===== src/rtl/zet_exc_seq.sv =====
// Exception/interrupt sequencer: arbitrates request channels at instruction boundaries,
// generates the microcode address (with divide stall) and delayed acks for async sources.
module zet_exc_seq #(
    parameter int             AW        = 9,
    parameter int             NCH       = 4,
    parameter logic [NCH-1:0] SYNC_MASK = 4'b0001,
    parameter int             DIV_CYC   = 18,
    parameter int             ACK_DLY   = 2,
    parameter int             REP_OFF   = 1
) (
    input  logic              clk,
    input  logic              rst,
    input  logic              block,
    input  logic              exec_st,
    input  logic              end_seq,
    input  logic              div,
    input  logic              wr_ss,
    input  logic              rep,
    input  logic [AW-1:0]     base_addr,
    input  logic [NCH-1:0]    req,
    input  logic [NCH-1:0]    req_en,
    input  logic [NCH*AW-1:0] entry,
    input  logic [NCH-1:0]    rep_sel,
    output logic [AW-1:0]     seq_addr,
    output logic              active,
    output logic [NCH-1:0]    act_ch,
    output logic [NCH-1:0]    ack,
    output logic              stall
);

    localparam int              DW       = ($clog2(DIV_CYC + 1) > 5) ? $clog2(DIV_CYC + 1) : 5;
    localparam logic [DW-1:0]   DIV_LOAD = DW'(DIV_CYC);
    localparam logic [AW-1:0]   REP_W    = AW'(REP_OFF);

    typedef enum logic {IDLE, ACTIVE} state_t;

    state_t          state;
    logic [AW-1:0]   seq;
    logic [DW-1:0]   div_cnt;
    logic [NCH-1:0]  en_q;
    logic            shd;
    logic [NCH-1:0]  dly [ACK_DLY];

    logic            ok;
    logic [NCH-1:0]  sync_req;
    logic [NCH-1:0]  async_req;
    logic            cap_sync;
    logic            cap_async;
    logic            capture;
    logic [NCH-1:0]  cap_vec;
    logic [AW-1:0]   sel_entry;
    logic            sel_rep;
    logic [AW-1:0]   start_addr;

    assign active = (state == ACTIVE);
    assign stall  = (div_cnt != '0);

    // Synchronous sources win over everything; async ones only at an unshadowed boundary.
    always_comb begin
        sync_req  = req & SYNC_MASK;
        async_req = req & en_q & ~SYNC_MASK;
        ok        = shd & ~wr_ss;
        cap_sync  = ~block & (|sync_req);
        cap_async = ~block & exec_st & end_seq & ok & ~(|sync_req) & (|async_req);
        capture   = cap_sync | cap_async;
        if (cap_sync)
            cap_vec = sync_req & (-sync_req);
        else if (cap_async)
            cap_vec = async_req & (-async_req);
        else
            cap_vec = '0;
    end

    always_comb begin
        sel_entry = '0;
        sel_rep   = 1'b0;
        for (int i = 0; i < NCH; i++) begin
            if (act_ch[i]) begin
                sel_entry = entry[i*AW +: AW];
                sel_rep   = rep_sel[i];
            end
        end
        if (active)
            start_addr = sel_entry + ((rep & sel_rep) ? REP_W : '0);
        else
            start_addr = base_addr;
        seq_addr = start_addr + seq;
    end

    always_ff @(posedge clk) begin
        if (!rst) begin
            state   <= IDLE;
            act_ch  <= '0;
            seq     <= '0;
            div_cnt <= '0;
            en_q    <= '0;
            shd     <= 1'b0;
            ack     <= '0;
            for (int k = 0; k < ACK_DLY; k++)
                dly[k] <= '0;
        end else begin
            // The divide counter and ack pipeline keep running through bus stalls.
            if (div & exec_st)
                div_cnt <= (div_cnt == '0) ? DIV_LOAD : div_cnt - DW'(1);
            else
                div_cnt <= '0;

            en_q <= exec_st ? en_q : req_en;
            if (!exec_st)
                shd <= 1'b1;
            else if (wr_ss)
                shd <= 1'b0;

            dly[0] <= cap_vec & ~SYNC_MASK;
            for (int k = 1; k < ACK_DLY; k++)
                dly[k] <= dly[k-1];
            ack <= dly[ACK_DLY-1];

            if (!block) begin
                if (end_seq)
                    seq <= '0;
                else if (div_cnt != '0)
                    seq <= seq;
                else if (exec_st)
                    seq <= seq + AW'(1);
                else
                    seq <= '0;

                if (capture) begin
                    state  <= ACTIVE;
                    act_ch <= cap_vec;
                end else if (end_seq) begin
                    state  <= IDLE;
                    act_ch <= '0;
                end
            end
        end
    end

endmodule


===== config.mk =====
export PLATFORM = sky130hd
export DESIGN_NAME = zet_exc_seq
export DESIGN_NICKNAME = d
export VERILOG_FILES = /design/src/rtl/zet_exc_seq.sv
export SDC_FILE = /design/constraint.sdc
export NUM_CORES = 1
export LEC_CHECK = 0
export BUFFER_PORTS_ARGS = -buffer_cell sky130_fd_sc_hd__buf_2
export CAP_MARGIN = 20
export CORE_UTILIZATION = 51
export CTS_BUF_LIST = sky130_fd_sc_hd__clkbuf_2 sky130_fd_sc_hd__clkbuf_4 sky130_fd_sc_hd__clkbuf_8
export DETAILED_ROUTE_END_ITERATION = 6
export PLACE_DENSITY = 0.89
export SLEW_MARGIN = 20
export SYNTH_ARGS = -nofsm -noshare
export SYNTH_HDL_FRONTEND = slang
export SYNTH_SLANG_ARGS = --single-unit

===== constraint.sdc =====
create_clock -name clk -period 5.2 [get_ports clk]
set_clock_uncertainty 0.1 [all_clocks]
set_input_delay 0.78 -clock clk [delete_from_list [all_inputs] [get_ports clk]]
set_output_delay 0.78 -clock clk [all_outputs]
set_load 0.01 [all_outputs]

==> summary.md <==
| Metric | Value |
|---|---|
| Worst Path Max Fanout | `4` |
| Worst setup margin | `0.309 ns` |
| Std cell rows | `23` |
| Initial antenna violation count | `0` |
| Worst Hold Path EP | `ack[2]` |
| Top Ports | `84` |
| Peak VDD IR | `0.190 mV` |
| Detailed Route WL | `4860 um` |
| Final Hold Viols | `0` |
| Area of the core | `4030 um^2` |
| Status | `finished, final reports clean` |
| RSZ-0062 raised after global routing | `false` |
| Min-delay src | `dly[1][2]` |
| WP buf/inv | `2` |
| Tmin final | `4.89 ns` |
| F_max | `204 MHz` |
| R2R Path Start | `div_cnt[0]` |
| CTS tree | `yes` |
| Gr usage total | `23.0%` |
| Worst slew pin tran | `0.625 ns` |
| Area growth syn-to-layout | `23.7%` |
| Non-filler cells in the finished layout | `383` |
| Total power | `0.558 mW` |
| Syn Area/Cell | `8.52 um^2` |
| First-pass GRT wire length | `7760 um` |
| Die X | `66.9 um` |
| Final ANT Viol Nets | `0` |
| CP top delay family | `compound AO/OA/AOI/OAI gates` |
| Mapped cell area | `2150 um^2` |
| DRC viols | `0` |
| Port Buf Inserts | `81` |
| Hold Path Class | `reg2reg` |
| Detailed Place HPWL | `3830 um` |
| H-Tree Depth | `2` |
| Cell depth of the worst hold path | `1` |
| Vert. Die Dim | `66.9 um` |
| Critical path type | `in2out` |
| Vias in the first global route | `1,840` |
| Crit path capture type | `primary output` |
| CTS clock-pin slew for the worst setup and hold paths | `0.07 ns` |
| Static leakage | `1.21 nW` |
| Post-Place Cells | `375` |
| DRT iter0 DRCs | `90` |
| Post-CTS setup buffer count | `0` |
| Via count | `2,043` |
| Critical path arrival | `4.01 ns` |
| Post-DR wirelength/cell | `12.7 um` |
| Routability congestion estimate | `0.794` |
| WHS | `0.335 ns` |
| Synth cell types | `56` |
| Final Instance Area | `2650 um^2` |
| MaxCap Viol Count | `0` |
| #FFs+latches synth | `32` |
| Hold buffer count at CTS | `0` |
| CTS Buf Count | `5` |
| Setup TNS | `0 ns` |
| Cell Pwr Density | `210 nW/um^2` |
| Post-cts resize count | `0` |
| Longest Clk Path Bufs | `2` |
| Async set-reset flop share out of synthesis | `0%` |
| Area post-placement | `2560 um^2` |
| Ordered list of cells on the worst path | `buf_2 -> a22oi_1 -> nor2_1 -> a21oi_1 -> o21ai_0 -> and2_1 -> ha_1 -> ha_1 -> mux2_2 -> fa_1 -> a21oi_1 -> nor2b_1 -> o21a_1 -> o21ai_0 -> a21oi_1 -> xor2_1 -> xnor2_1 -> buf_2` |
| Max incr delay on CP | `0.43 ns` |
| Startpoint types | `primary input` |
| Reg2reg end | `seq[5]` |
| Layout cell share with drive strength beyond 1 | `33.9%` |
| Post-synth EDFFs | `0` |
| Fillers | `356` |
| Largest net degree at the start of global routing | `21` |
| DR pass1 iterations | `4` |
| Layout net count | `411` |
| CTS Root Cell | `clkbuf_8` |
| Syn Nets | `331` |
| R2R Setup Slk | `3.24 ns` |
| Cells on worst reg2reg path | `7` |
| Die ar. | `4470 um^2` |
| Final Max Slew Viols | `0` |
| Required time of the critical path | `4.32 ns` |
| Post-Syn Instances | `252` |
| YS warnings | `0` |
| Slowest CP cell | `fa_1` |
| Endpoints failing setup | `0` |
| GR Overflow Total | `0` |
| Vias per cell | `5.33` |
| Main flop type after synthesis | `dfxtp_1` |
| Worst-Skew Late Latency | `0.28 ns` |
| Initial Utilization | `53.3%` |
| Final Cycle Share | `94.1%` |
| Antenna Cells | `0` |
| Worst slew margin | `58.1%` |
| Final Core Density | `65.9%` |
| Clk sink count | `32` |
| Setup WS pre-CTS | `0.324 ns` |
| Cell mode on critical path | `a21oi_1` |
| Seq/Total Area, Yosys | `29.9%` |
-- cell usage after synthesis, types with 2 or more instances --
library cell	n	area [um^2]
nand2_1	17	63.8
nand2b_1	3	18.8
nor3b_1	2	15.0
clkbuf_1	4	15.0
nor3_1	3	15.0
nor2_1	30	113
buf_4	4	30.0
nand4_2	2	25.0
or3_1	2	12.5
and2_1	9	56.3
nor2_2	2	12.5
inv_1	5	18.8
mux2i_1	5	50.1
nand3_1	2	10.0
a211o_1	2	17.5
xnor2_1	10	87.6
o21ai_0	7	35.0
a211oi_1	2	15.0
a21oi_1	21	105
a22oi_1	7	52.6
ha_1	13	163
nor2b_1	13	81.3
dfxtp_1	32	641
mux2_2	2	22.5
a21boi_0	2	15.0
o22ai_1	6	37.5
nand4_1	4	25.0
a21oi_2	3	26.3
xor2_1	10	87.6
o21a_1	2	15.0
-- area by class of cell --
cell class / count / area [um^2] / area share, %
multi-input cells: 204 / 1420 / 53.3
repair buffers: 83 / 420 / 15.8
clock buffers: 6 / 76.3 / 2.88
flip-flops and latches: 32 / 641 / 24.1
inverters: 6 / 22.5 / 0.849
clock inverters: 2 / 16.3 / 0.613
well taps: 50 / 62.6 / 2.36
-- per-layer routing --
| layer | wire (um) | vias up | GRT usage, % |
|---|---|---|---|
| met5 | 0 | - | 0 |
| met4 | 19 | 0 | 7.98 |
| met3 | 246 | 2 | 6.16 |
| met2 | 2480 | 54 | 40.2 |
| met1 | 2120 | 937 | 26.7 |
| li1 | - | 1050 | - |
-- power by group --
part | internal (mW) | switching (mW) | total [mW] | leakage, nW
logic | 0.0553 | 0.0548 | 0.110 | 0.909
clock network | 0.100 | 0.0903 | 0.190 | 0.0448
registers | 0.250 | 0.00706 | 0.257 | 0.260
total | 0.406 | 0.152 | 0.558 | 1.21
-- how the worst max path moves through the flow --
stage                           from           to  cells after the start
after CTS                  act_ch[0]  seq_addr[8]                     18
after detailed placement  rep_sel[1]  seq_addr[8]                     18
after floorplan           rep_sel[1]  seq_addr[8]                     16
final                     rep_sel[1]  seq_addr[8]                     18
after global routing       act_ch[0]  seq_addr[8]                     18
after global placement    rep_sel[1]  seq_addr[8]                     18
-- sequential cells by signal, indices dropped and copies added (netlist names) --
register,flops
active,1
shd,1
dly,6
en_q,3
act_ch,4
div_cnt,5
ack,3
seq,9
-- cell families after synthesis --
kind of cell	share of synthesized area, %
xor+xnor	8.16
compound gates	19.4
fa+ha+maj	8.51
simple gates	26.2
buf+inv	4.31
other cells	0.175
flops	29.9
mux	3.38
-- layout by cell type (no fill, tap or decap), drive strengths merged, types with 9 or more instances in the layout --
| cell type | netlist | final |
|---|---|---|
| a21oi | 25 | 25 |
| xor2 | 10 | 10 |
| nand2 | 17 | 17 |
| nor2b | 14 | 14 |
| ha | 13 | 13 |
| xnor2 | 10 | 10 |
| dfxtp | 32 | 32 |
| and2 | 9 | 9 |
| nor2 | 32 | 32 |
| buf | 5 | 83 |
Note: power is estimated with default switching activity, not from simulation.
